### src/rtl/mdu_ctrl.sv
`timescale 1ns/1ps
// ---------------------------------------------------------------------------
// mdu_ctrl
// Multi-cycle multiply/divide sequencer for the EX stage. It accepts one
// HI/LO-class operation per handshake. Multiply-class ops go through a 2-cycle
// registered multiplier, with optional accumulate into or subtract from the
// forwarded {HI,LO}. Divides run a 32-iteration restoring divider. The block
// holds the front of the pipeline with stall_o until the result is ready.
//
// Ports
//   clk            rising-edge clock
//   rst            asynchronous active-low reset
//   op_valid_i     EX holds a mult/div-class instruction (held while stalled)
//   op_i           operation code (MULT/MULTU/DIV/DIVU/MADD(U)/MSUB(U)/MUL)
//   src_a_i        rs operand (dividend / multiplicand)
//   src_b_i        rt operand (divisor / multiplier)
//   hilo_i         forwarded {HI,LO}, used by the MADD/MSUB family
//   stall_ext_i    EX held by another stall source
//   flush_i        exception/eret flush of EX
//   stall_o        hold IF..EX
//   result_o       {HI,LO} result (MUL writes result_o[31:0] to a GPR)
//   result_valid_o result_o valid this cycle
//   hilo_wen_o     write result_o into HI/LO
//   busy_o         sequencer not idle
// ---------------------------------------------------------------------------
module mdu_ctrl (
  input  logic        clk,
  input  logic        rst,
  input  logic        op_valid_i,
  input  logic [3:0]  op_i,
  input  logic [31:0] src_a_i,
  input  logic [31:0] src_b_i,
  input  logic [63:0] hilo_i,
  input  logic        stall_ext_i,
  input  logic        flush_i,
  output logic        stall_o,
  output logic [63:0] result_o,
  output logic        result_valid_o,
  output logic        hilo_wen_o,
  output logic        busy_o
);

  localparam logic [3:0] OP_MULT  = 4'b0000;
  localparam logic [3:0] OP_MULTU = 4'b0001;
  localparam logic [3:0] OP_DIV   = 4'b0010;
  localparam logic [3:0] OP_DIVU  = 4'b0011;
  localparam logic [3:0] OP_MADD  = 4'b0100;
  localparam logic [3:0] OP_MADDU = 4'b0101;
  localparam logic [3:0] OP_MSUB  = 4'b0110;
  localparam logic [3:0] OP_MSUBU = 4'b0111;
  localparam logic [3:0] OP_MUL   = 4'b1000;

  typedef enum logic [1:0] {
    ST_IDLE = 2'd0,
    ST_MUL  = 2'd1,
    ST_DIV  = 2'd2,
    ST_DONE = 2'd3
  } state_t;

  // Divide-class opcodes; everything else, including unknown codes, multiplies.
  function automatic logic op_is_div(input logic [3:0] op);
    logic d;
    case (op)
      OP_DIV, OP_DIVU: d = 1'b1;
      default:         d = 1'b0;
    endcase
    return d;
  endfunction

  // Opcodes that treat their operands as two's-complement values.
  function automatic logic op_is_signed(input logic [3:0] op);
    logic s;
    case (op)
      OP_MULT, OP_DIV, OP_MADD, OP_MSUB, OP_MUL: s = 1'b1;
      default:                                   s = 1'b0;
    endcase
    return s;
  endfunction

  // Two's-complement negate when requested (also yields the magnitude).
  function automatic logic [31:0] neg_if(input logic [31:0] v, input logic neg);
    logic [31:0] r;
    if (neg) begin
      r = 32'd0 - v;
    end else begin
      r = v;
    end
    return r;
  endfunction

  // Sequencer and latched operation
  state_t      state_r;
  state_t      state_nxt_s;
  logic [3:0]  op_r;
  logic [31:0] a_r;
  logic [31:0] b_r;
  logic [63:0] hilo_r;

  // Multiplier path
  logic        mul_cnt_r;
  logic [63:0] prod_r;
  logic        mul_sgn_s;
  logic [63:0] a_ext_s;
  logic [63:0] b_ext_s;
  logic [63:0] prod_s;
  logic [63:0] mul_res_s;

  // Divider path
  logic [4:0]  div_cnt_r;
  logic [31:0] rem_r;
  logic [31:0] quo_r;
  logic [31:0] dvsr_r;
  logic        neg_q_r;
  logic        neg_r_r;
  logic        div_sgn_s;
  logic [32:0] rem_sh_s;
  logic [32:0] trial_s;
  logic [31:0] rem_nxt_s;
  logic [31:0] quo_nxt_s;
  logic [63:0] div_res_s;

  // Result registers
  logic [63:0] result_r;
  logic        result_valid_r;
  logic        hilo_wen_r;

  // State register
  always_ff @(posedge clk or negedge rst) begin
    if (!rst) begin
      state_r <= ST_IDLE;
    end else begin
      state_r <= state_nxt_s;
    end
  end

  // Next-state logic; a flush always returns to IDLE and DONE waits out external stalls
  always_comb begin
    state_nxt_s = state_r;
    if (flush_i) begin
      state_nxt_s = ST_IDLE;
    end else begin
      case (state_r)
        ST_IDLE: begin
          if (op_valid_i) begin
            state_nxt_s = op_is_div(op_i) ? ST_DIV : ST_MUL;
          end else begin
            state_nxt_s = ST_IDLE;
          end
        end
        ST_MUL: begin
          if (mul_cnt_r) begin
            state_nxt_s = ST_DONE;
          end else begin
            state_nxt_s = ST_MUL;
          end
        end
        ST_DIV: begin
          if (div_cnt_r == 5'd31) begin
            state_nxt_s = ST_DONE;
          end else begin
            state_nxt_s = ST_DIV;
          end
        end
        ST_DONE: begin
          if (stall_ext_i) begin
            state_nxt_s = ST_DONE;
          end else begin
            state_nxt_s = ST_IDLE;
          end
        end
        default: state_nxt_s = ST_IDLE;
      endcase
    end
  end

  // Outputs; the flush cycle suppresses the result strobe and HI/LO write
  always_comb begin
    stall_o        = 1'b0;
    if (rst && !flush_i) begin
      stall_o = ((state_r == ST_IDLE) && op_valid_i) ||
                (state_r == ST_MUL) || (state_r == ST_DIV);
    end else begin
      stall_o = 1'b0;
    end
    result_o       = result_r;
    result_valid_o = result_valid_r & ~flush_i;
    hilo_wen_o     = hilo_wen_r & ~flush_i;
    busy_o         = (state_r != ST_IDLE);
  end

  // Multiplier: sign- or zero-extend to 64 bits so the low 64 product bits are
  // right for both signednesses; then accumulate from the latched HI/LO.
  always_comb begin
    mul_sgn_s = op_is_signed(op_r);
    a_ext_s   = {{32{mul_sgn_s & a_r[31]}}, a_r};
    b_ext_s   = {{32{mul_sgn_s & b_r[31]}}, b_r};
    prod_s    = a_ext_s * b_ext_s;
    case (op_r)
      OP_MADD, OP_MADDU: mul_res_s = hilo_r + prod_r;
      OP_MSUB, OP_MSUBU: mul_res_s = hilo_r - prod_r;
      default:           mul_res_s = prod_r;
    endcase
  end

  // Divider: one restoring shift-subtract step per cycle; the final step also
  // applies the signs and the divide-by-zero result.
  always_comb begin
    div_sgn_s = (op_i == OP_DIV);
    rem_sh_s  = {rem_r, quo_r[31]};
    trial_s   = rem_sh_s - {1'b0, dvsr_r};
    if (!trial_s[32]) begin
      rem_nxt_s = trial_s[31:0];
      quo_nxt_s = {quo_r[30:0], 1'b1};
    end else begin
      rem_nxt_s = rem_sh_s[31:0];
      quo_nxt_s = {quo_r[30:0], 1'b0};
    end
    if (b_r == 32'd0) begin
      div_res_s = {a_r, 32'hFFFF_FFFF};
    end else begin
      div_res_s = {neg_if(rem_nxt_s, neg_r_r), neg_if(quo_nxt_s, neg_q_r)};
    end
  end

  // Datapath registers: operand capture, multiply/divide progress, result
  always_ff @(posedge clk or negedge rst) begin
    if (!rst) begin
      op_r           <= 4'd0;
      a_r            <= 32'd0;
      b_r            <= 32'd0;
      hilo_r         <= 64'd0;
      mul_cnt_r      <= 1'b0;
      prod_r         <= 64'd0;
      div_cnt_r      <= 5'd0;
      rem_r          <= 32'd0;
      quo_r          <= 32'd0;
      dvsr_r         <= 32'd0;
      neg_q_r        <= 1'b0;
      neg_r_r        <= 1'b0;
      result_r       <= 64'd0;
      result_valid_r <= 1'b0;
      hilo_wen_r     <= 1'b0;
    end else if (flush_i) begin
      // Abandon any partial work; result_r keeps the last completed value.
      mul_cnt_r      <= 1'b0;
      div_cnt_r      <= 5'd0;
      result_valid_r <= 1'b0;
      hilo_wen_r     <= 1'b0;
    end else begin
      result_valid_r <= (state_nxt_s == ST_DONE);
      hilo_wen_r     <= (state_nxt_s == ST_DONE) && (op_r != OP_MUL);
      case (state_r)
        ST_IDLE: begin
          if (op_valid_i) begin
            op_r      <= op_i;
            a_r       <= src_a_i;
            b_r       <= src_b_i;
            hilo_r    <= hilo_i;
            mul_cnt_r <= 1'b0;
            div_cnt_r <= 5'd0;
            // Divider setup: magnitudes and sign fix-ups captured at accept.
            rem_r     <= 32'd0;
            quo_r     <= neg_if(src_a_i, div_sgn_s & src_a_i[31]);
            dvsr_r    <= neg_if(src_b_i, div_sgn_s & src_b_i[31]);
            neg_q_r   <= div_sgn_s & (src_a_i[31] ^ src_b_i[31]);
            neg_r_r   <= div_sgn_s & src_a_i[31];
          end
        end
        ST_MUL: begin
          if (!mul_cnt_r) begin
            prod_r    <= prod_s;
            mul_cnt_r <= 1'b1;
          end else begin
            result_r  <= mul_res_s;
            mul_cnt_r <= 1'b0;
          end
        end
        ST_DIV: begin
          rem_r     <= rem_nxt_s;
          quo_r     <= quo_nxt_s;
          div_cnt_r <= div_cnt_r + 5'd1;
          if (div_cnt_r == 5'd31) begin
            result_r <= div_res_s;
          end
        end
        default: begin
          // DONE holds the result until the pipeline moves on.
        end
      endcase
    end
  end

endmodule
### config.mk
export PLATFORM = sky130hd
export DESIGN_NAME = mdu_ctrl
export DESIGN_NICKNAME = d
export VERILOG_FILES = /design/src/rtl/mdu_ctrl.sv
export SDC_FILE = /design/constraint.sdc
export NUM_CORES = 2
export LEC_CHECK = 0
export CAP_MARGIN = 20
export CORE_AREA = 2 2 515 415
export DETAILED_ROUTE_END_ITERATION = 16
export DIE_AREA = 0 0 517 417
export PLACE_DENSITY_LB_ADDON = 0.12
export SYNTH_ARGS = -nofsm -noshare
export SYNTH_HDL_FRONTEND = slang
export SYNTH_SLANG_ARGS = --single-unit
export TNS_END_PERCENT = 1
### constraint.sdc
create_clock -name clk -period 10.55 [get_ports clk]
set_input_delay 3.165 -clock clk [delete_from_list [all_inputs] [get_ports clk]]
set_output_delay 3.165 -clock clk [all_outputs]
set_load 0.02 [all_outputs]
==> run metrics <==
Tcrit/Tclk final 94.39%; DR vias 49.92k; sequential share of the synthesized area 14.61%; WL/cell 22.46 µm; FF-to-FF End prod_r[49]$_DFFE_PN0P_; synthesis-to-layout area growth 10.67%; clk sink count 367; GPL Wtd Cong 0.9107; maximum clock path buffer count 3; synthesized instance count 7338; synthesized flop and latch total 367; Final setup viols 0; Max Cap Viol 0; 1st-iter DRT viols 3647; die width 517 µm; Synth cell types 99; Layout Nets 8868; share of layout cells above drive strength 1 4.096%; Fin Hold WS 0.4809 ns; Initial Util 29.86%; Post-synth EDFFs 0; H-tree depth 2; Synth Cell Area 62850 µm²; outcome completed; kind of critical path reg -> reg; root buffer cell clkbuf_16; post-route DRC violation count 0; Worst Setup SP a_r[17]$_DFFE_PN0P_; area share of the largest cell type after synthesis 35.90%; DRT Wirelength 228.1 mm; mean area per synthesized cell 8.565 µm²; leading cell type in the layout, fill and taps excluded nand2_1; critical path startpoint category flop; final count of pins violating max slew 0; total track usage 21.41%; Worst Tran Pin Value 1.175 ns; Most used DFF post-synth dfrtp_1; Post-Syn Nets 8916; WP data arrival 10.43 ns; drt first pass iters 6; CP endpoint prod_r[49]$_DFFE_PN0P_; CP required 11.02 ns; die height 417 µm; number of global-route vias before repair 51.98k; R2R depth 25; CP endpoint kind flop; reg2reg setup slack 0.59 ns; first-pass GRT wire length 347.1 mm; num rows 151; RSZ-0062 raised after global routing no; Final Hold Fails 0; met3 GRT Util 1.834%; # Post-CTS Setup Buffers 0; Resized cells post-CTS 0; die area 215600 µm²; most area-hungry cell type in the Yosys netlist fa_1; post-synthesis async set-or-reset flop share 100.0%; Final Skew 0.07004 ns; synth top area cells fa_1, dfrtp_1, nand2_1, inv_1, ha_1; CTS buffer count 43; highest clock rate 100.4 MHz; final setup TNS 0 ns; hold path cells 2; # hold bufs at CTS 0; post-layout min period 9.958 ns; grt total ovfl 0; core area 210500 µm²; r2r startpoint a_r[17]$_DFFE_PN0P_; Detail Route Antenna Nets 0; commonest cells after routing, fill and taps aside nand2_1, inv_1, fa_1; CTS clk-pin slew, worst paths 0.06 ns; Clock Latency Late Sink 0.65 ns; met1 global-route usage 31.85%; vias per inst 4.916; Synth warnings 0; gr busiest metal met2; worst-path fanout max 23; # port buffers 204; min-delay worst type reg -> reg; initial antenna violation count 10; io pins 205; slew margin rel. 21.70%; post-DP HPWL 185.7 mm; CTS tree yes; largest net degree at the start of global routing 147; global-route track usage on met2 34.36%
[Yosys cell counts (6+ instances only)]
cell type  instances
a22oi_1            8
a21boi_0          10
fa_1            1127
o31ai_1           43
ha_1             314
a21oi_1          266
a211o_1            7
a221oi_1          18
xor2_1           143
nor2_1           239
and3_1            42
o21ai_0          348
a21o_1            85
mux2i_1           30
clkbuf_1         401
nand4_1           38
a31o_2            10
o21a_1            27
a211oi_1          26
mux2_2             7
nor3b_1            8
buf_2             10
a41oi_1            6
nor3_1            66
o22ai_1           33
and2_1           327
nand3_1           48
buf_1             10
dfrtp_1          367
or3_1             44
o221ai_1           6
o21ai_1           13
a31oi_1           39
inv_1           1202
or4_1             18
o21bai_1          19
or2_2             23
o211ai_1          26
xnor2_1          174
nand2_1         1496
o41ai_1           16
nand2b_1          33
nor4_1            26
nor2b_1           22
[sequential cells by signal (all words and copies together), names as in the netlist]
signal	cells
result_o	64
div_cnt_r	5
prod_r	64
mul_cnt_r	1
rem_r	32
op_r	4
b_r	32
result_valid_r	1
a_r	32
state_r	2
neg_q_r	1
quo_r	32
hilo_r	64
hilo_wen_r	1
dvsr_r	31
neg_r_r	1
[layer usage]
| metal | part of all wire, % | vias up |
|---|---|---|
| met5 | 0.014 | - |
| met4 | 1.6 | 6 |
| met3 | 4.1 | 144 |
| met2 | 46 | 1068 |
| met1 | 48 | 25970 |
| li1 | - | 22730 |
[critical path, cell delays in order, from the launching register on]
cell,delay [ns]
dfrtp_1,1.05
buf_4,0.50
nand2_1,0.14
fa_1,0.54
inv_1,0.05
fa_1,0.47
fa_1,0.54
inv_1,0.05
fa_1,0.48
fa_1,0.67
fa_1,0.46
fa_1,0.49
inv_1,0.05
fa_1,0.43
ha_1,0.38
and3_1,0.21
nand4_1,0.32
nor2_1,0.08
a211oi_1,0.84
o2111ai_1,0.44
a41oi_1,0.42
nor2_1,0.11
a21boi_0,0.42
o21ai_0,0.18
xnor2_1,0.16
mux2_2,0.26
[per-stage QoR]
stage	setup WS [ns]	cell area (µm²)	std cells	utilization, %
3_5_place_dp	0.8136	67940	10070	32.28
3_3_place_gp	0.9389	67890	10070	32.25
2_1_floorplan	2.096	62850	7338	-
5_1_grt	0.2633	69550	10150	33.04
4_1_cts	0.7453	69470	10150	33.01
6_report	0.5920	69550	10160	33.05
[layout make-up]
cell class | count | area [µm²]
Fill cell | 22330 | 140900
Multi-Input combinational cell | 5337 | 47570
Sequential cell | 367 | 9189
Inverter | 1203 | 4518
Tap cell | 2830 | 3541
Timing Repair Buffer | 338 | 3199
Clock buffer | 53 | 1154
Clock inverter | 26 | 377.9
Antenna cell | 2 | 5.005
[kinds of logic after synthesis]
kind of cell / share of synthesized area [%]
and+or+nand+nor: 17.61
buffers and inverters: 9.839
adders and majority gates: 42.15
AOI/OAI and AO/OA: 10.74
DFF: 14.61
xor gates and xnor gates: 4.418
muxes: 0.6251
[worst min path at each step]
stage                                         from                       end  slack [ns]
after CTS                    dvsr_r[3]$_DFFE_PN0P_     dvsr_r[3]$_DFFE_PN0P_        0.48
after floorplan             dvsr_r[10]$_DFFE_PN0P_    dvsr_r[10]$_DFFE_PN0P_        0.45
after global routing         dvsr_r[3]$_DFFE_PN0P_     dvsr_r[3]$_DFFE_PN0P_        0.50
final                        dvsr_r[3]$_DFFE_PN0P_     dvsr_r[3]$_DFFE_PN0P_        0.48
after detailed placement     dvsr_r[3]$_DFFE_PN0P_     dvsr_r[3]$_DFFE_PN0P_        0.47
after global placement    result_o[11]$_DFFE_PN0P_  result_o[11]$_DFFE_PN0P_        0.47
Power is left out: the tool's default activity adds up to more than one toggle a clock period on the data nets, which glitch-free logic cannot reach.
